==> src/rtl/forward_write_arbiter.sv <==
// Write-channel arbiter for one crossbar slave: round-robin AW grant, with an order queue that keeps W bursts in AW order.
// Define FWD_WRITE_ARB_FIXED_PRIO_EN to replace round-robin with lowest-index fixed priority.
module forward_write_arbiter #(
  parameter int masters           = 2,
  parameter int slaves            = 2,
  parameter int i_am_slave_number = 0,
  parameter int pending_depth     = 8
) (
  input  logic                                        ACLK,
  input  logic                                        ARESET,
  input  logic [masters-1:0]                          master_write_addr_fifo_empty,
  input  logic [masters-1:0][$clog2(slaves)-1:0]      write_addr_forward_dest_slave,
  input  logic [masters-1:0]                          master_write_data_fifo_empty,
  input  logic [masters-1:0]                          master_write_data_last,
  input  logic                                        slave_write_addr_fifo_full,
  input  logic                                        slave_write_data_fifo_full,
  output logic                                        aw_push,
  output logic [$clog2(masters)-1:0]                  grant_write_addr_master,
  output logic                                        w_push,
  output logic [$clog2(masters)-1:0]                  grant_write_data_master,
  output logic                                        order_queue_full
);

  localparam int          MW = $clog2(masters);
  localparam int          SW = $clog2(slaves);
  localparam int          PW = $clog2(pending_depth);
  localparam int unsigned M  = masters;

  logic [masters-1:0] req;
  logic [MW-1:0]      rr_ptr;
  logic [MW-1:0]      winner;
  logic               any_req;

  logic [MW-1:0]      order_mem [pending_depth];
  logic [PW-1:0]      wr_ptr;
  logic [PW-1:0]      rd_ptr;
  logic [PW:0]        count;
  logic [MW-1:0]      head;
  logic               queue_empty;
  logic               queue_full;
  logic               enq;
  logic               deq;

  always_comb begin
    for (int unsigned m = 0; m < M; m++) begin
      req[m] = ~master_write_addr_fifo_empty[m] &
               (write_addr_forward_dest_slave[m] == SW'(i_am_slave_number));
    end
  end

`ifdef FWD_WRITE_ARB_FIXED_PRIO_EN
  always_comb rr_ptr = '0;

  always_comb begin
    winner  = '0;
    any_req = 1'b0;
    for (int unsigned i = 0; i < M; i++) begin
      if (!any_req && req[i]) begin
        any_req = 1'b1;
        winner  = MW'(i);
      end
    end
  end
`else
  always_comb begin
    int unsigned idx;
    idx     = 0;
    winner  = rr_ptr;
    any_req = 1'b0;
    for (int unsigned i = 0; i < M; i++) begin
      idx = (32'(rr_ptr) + i) % M;
      if (!any_req && req[idx]) begin
        any_req = 1'b1;
        winner  = MW'(idx);
      end
    end
  end

  always_ff @(posedge ACLK) begin
    if (ARESET) begin
      rr_ptr <= '0;
    end else if (aw_push) begin
      rr_ptr <= (32'(winner) == M - 1) ? '0 : winner + MW'(1);
    end
  end
`endif

  assign queue_empty = (count == '0);
  assign queue_full  = (count == (PW+1)'(pending_depth));
  assign head        = order_mem[rd_ptr];

  // Outputs are gated by ARESET so nothing is pushed while queued state is being discarded.
  always_comb begin
    aw_push                 = any_req & ~slave_write_addr_fifo_full & ~queue_full & ~ARESET;
    grant_write_addr_master = ARESET ? '0 : winner;
    w_push                  = ~queue_empty & ~master_write_data_fifo_empty[head] &
                              ~slave_write_data_fifo_full & ~ARESET;
    grant_write_data_master = (queue_empty | ARESET) ? '0 : head;
    order_queue_full        = queue_full & ~ARESET;
    enq                     = aw_push;
    deq                     = w_push & master_write_data_last[head];
  end

  always_ff @(posedge ACLK) begin
    if (enq) begin
      order_mem[wr_ptr] <= winner;
    end
  end

  always_ff @(posedge ACLK) begin
    if (ARESET) begin
      wr_ptr <= '0;
      rd_ptr <= '0;
      count  <= '0;
    end else begin
      if (enq) wr_ptr <= wr_ptr + PW'(1);
      if (deq) rd_ptr <= rd_ptr + PW'(1);
      case ({enq, deq})
        2'b10:   count <= count + (PW+1)'(1);
        2'b01:   count <= count - (PW+1)'(1);
        default: count <= count;
      endcase
    end
  end

endmodule

==> config.mk <==
export PLATFORM = sky130hd
export DESIGN_NAME = forward_write_arbiter
export DESIGN_NICKNAME = d
export VERILOG_FILES = /design/src/rtl/forward_write_arbiter.sv
export SDC_FILE = /design/constraint.sdc
export NUM_CORES = 1
export LEC_CHECK = 0
export ABC_AREA = 1
export BUFFER_PORTS_ARGS = -buffer_cell sky130_fd_sc_hd__buf_4
export CORE_ASPECT_RATIO = 0.7
export CORE_MARGIN = 2
export CORE_UTILIZATION = 41
export CTS_CLUSTER_SIZE = 20
export DETAILED_ROUTE_END_ITERATION = 10
export MAX_ROUTING_LAYER = met4
export SYNTH_ARGS = -nofsm -noshare
export SYNTH_HDL_FRONTEND = slang
export SYNTH_SLANG_ARGS = --single-unit
==> constraint.sdc <==
create_clock -name ACLK -period 4.25 [get_ports ACLK]
set_input_delay 0.425 -clock ACLK [delete_from_list [all_inputs] [get_ports ACLK]]
set_output_delay 0.425 -clock ACLK [all_outputs]
set_load 0.02 [all_outputs]
==> metrics.yaml <==
synthesis:
  synth_fa_ha_area_share_pct: 5.41
  yosysTopAreaCell: "dfxtp_1"
  synthArstFlopShare_pct: 0
  synth_top_area_share_pct: 24.2
  syn_area_per_cell_um2: 7.46
  synth_top_family_by_area: "simple AND/OR/NAND/NOR gates"
  synthXorXnorAreaFrac_pct: 2.27
  synthSimpleGateAreaFrac_pct: 29.4
  syn_area_um2: 1160
  yosys-mux-area-fraction_pct: 0
  synth_nets: 172
  ys_ff_latch: 22
  yosysMostFrequentCell: "nand2_1"
  yosys_warnings: 0
  synthTopCellsByArea: "dfxtp_1 24%, edfxtp_1 21%, nand2_1 10%"
  synth_flop_cell: "dfxtp_1"
  synth_edf_count: 8
  synthDistinctLibCells: 20
  synth_common_cells: "32 x nand2_1, 27 x inv_1, 25 x nor2_1"
  synth-compound-area-share_pct: 8.44
  ys_seq_area_share_pct: 45.0
  synth_cells: 155
global_routing:
  grt_pass1_vias: 986
  grt_use_total_pct: 15.8
  antenna_found_initial: 0
  overflow: 0
  grt_max_degree: 14
  grt_pass1_wl_um: 3860
place:
  hpwlAfterDp_um: 1770
  gp_routability_congestion: 0.879
  io_buffers: 16
  place_area_um2: 1320
  place_ws_ps: 1730
power_and_ir_drop:
  switching_share_pct: 20.9
  pwr-share-comb_pct: 10.8
  p_sw_w: 0.0000976
  p_total_w: 0.000468
  power_density_nw_per_um2: 336
  p_leak_nw: 0.663
  vdd_drop_max_uv: 112
  p_int_w: 0.000370
  clkPwrFrac_pct: 40.4
  seq_power_share_pct: 48.8
clock_tree:
  root_buffer: "clkbuf_8"
  cts_setup_buffers: 0
  cts.htree.levels: 1
  cts_tree: "yes"
  cts.repair.resized: 0
  clockBufferDepth: 2
  clkLatencyLatePin_ps: 250
  clkSinkCount: 22
  clk_pin_slew_worst_paths_ps: 80
  holdBufCountCts: 0
  cts_made_buffers: 3
route:
  drt-total-wl_um: 2160
  drc_errors: 0
  vias_per_cell: 4.59
  ant_nets: 0
  wl_per_cell_um: 10.3
  drtIter0Drc: 15
  num_vias: 969
  firstDrtPassIters: 4
sta:
  fmaxAchievable_ghz: 0.414
  timing.final.ws_setup_ps: 1840
  fin_crit_ps: 2410
  relSlewSlack_pct: 78.4
  drv_slew: 0
  rsz0062_at_grt: "no"
  hold_viol: 0
  tightest_slew_ps: 321
  skew_ps: 3.56
  finalCritPeriodShare_pct: 56.8
  setup_tns_ps: 0
  finalSetupViolations: 0
setup_path:
  critPathMaxFanout: 6
  crit_chain: "inv_1 > nand3_1 > o21ai_0 > nor2_1 > nand2_1 > nor2_4 > nand2_4 > inv_1 > ha_1 > nand2_1 > inv_1 > nor2_1 > ha_1 > a21oi_1 > xor2_1 > o21ai_0 > inv_1"
  r2r-start: "count[2]"
  arrival_ps: 2570
  end_kind: "flip-flop"
  reg2reg_to: "count[2]"
  critPathSlowestCell: "dfxtp_1"
  crit_family: "simple AND/OR/NAND/NOR gates"
  cp.required_ps: 4400
  crit_buf_inv: 4
  r2r_slack_ps: 1840
  r2r_cells: 17
  crit_type: "reg2reg"
  path_common_cell: "inv_1"
  worstSetupPathDepth: 17
  critPathLaunchType: "flip-flop"
  endpoint: "count[2]"
  crit_path_max_incr_delay_ps: 340
  crit_start: "count[2]"
outcome:
  outcome: "completed"
floorplanning:
  die_width_um: 67.5
  start_util_pct: 42.2
  core-area_um2: 2740
  row_count: 16
  io_pins: 17
  die-area_um2: 3270
  die_h_um: 48.4
job:
  maxCapViolCount: 0
final_layout:
  utilization_pct: 50.8
  n_fill_cell: 281
  nets: 193
  areaGrowthSynthToFinish_pct: 20.5
  finalInstanceArea_um2: 1390
  drive_gt1_share_pct: 16.0
  antennaDiodeCount: 0
min_path:
  hp-start: "ARESET"
  holdCritPathClass: "in2reg"
metal layers:
| layer | share of wire, % | track usage, % |
|---|---|---|
| met1 | 51 | 19.5 |
| met5 | 0 | - |
| met3 | 4.6 | 2.79 |
| met4 | 0.60 | 4.08 |
| met2 | 44 | 26.5 |
power groups by stage:
stage	sequential, W	combinational (W)	clock [W]
floorplan	0.000232	0.0000325	0
global placement	0.000233	0.0000502	0
detailed placement	0.000233	0.0000511	0
CTS	0.000228	0.0000514	0.000196
global route	0.000229	0.0000587	0.000203
finish	0.000228	0.0000507	0.000189
worst register-to-register path, stage by stage (launching register included):
cell and delay, ps:
dfxtp_1 340, inv_1 120, nand3_1 90, o21ai_0 290, nor2_1 70, nand2_1 120, nor2_4 60, nand2_4 80
inv_1 70, ha_1 220, nand2_1 90, inv_1 40, nor2_1 160, ha_1 180, a21oi_1 50, xor2_1 160
o21ai_0 150, inv_1 50
kinds of logic after synthesis:
family,Yosys count
adder cells (fa/ha/maj),5
AO/OA/AOI/OAI,19
AND/OR/NAND/NOR,77
flip-flops,22
buffers and inverters,29
XOR/XNOR,3
layout make-up:
class	instances	area, µm²	area share [%]
repair buffers	16	120	8.63
flip-flops and latches	22	520	37.4
clock buffers	3	41.3	2.96
well taps	36	45.0	3.23
clock inverters	1	30.0	2.16
multi-input cells	104	527	37.8
inverters	29	109	7.82
through the flow:
step / instances / hold WS (ps)
after global placement: 207 / 481
after CTS: 211 / 379
after floorplan: 155 / 448
after detailed placement: 207 / 486
after global routing: 211 / 385
final: 211 / 389
cells in the final DEF (no fill, tap or decap):
cell type | synthesis | layout
o21a_1 | 1 | 1
o21ai_0 | 8 | 8
nand2_1 | 32 | 32
nand3_2 | 1 | 1
nand3_1 | 11 | 11
clkbuf_8 | 0 | 3
xnor2_1 | 1 | 1
nand3b_1 | 1 | 1
buf_4 | 0 | 16
nor2_2 | 1 | 1
ha_1 | 5 | 5
bufinv_16 | 0 | 1
edfxtp_1 | 8 | 8
nor2_4 | 1 | 1
dfxtp_1 | 14 | 14
inv_1 | 27 | 27
a21oi_1 | 10 | 10
xor2_1 | 2 | 2
nand2_2 | 2 | 2
inv_2 | 2 | 2
nand4_1 | 2 | 2
nand2_4 | 1 | 1
nor2_1 | 25 | 25
worst min path at each step:
stage                end  cells after the start
2_1_floorplan   count[3]                      2
3_3_place_gp   wr_ptr[0]                      2
3_5_place_dp    count[3]                      2
4_1_cts        wr_ptr[0]                      2
5_1_grt        wr_ptr[0]                      2
6_report       wr_ptr[0]                      2
Note: power is estimated with default switching activity, not from simulation.
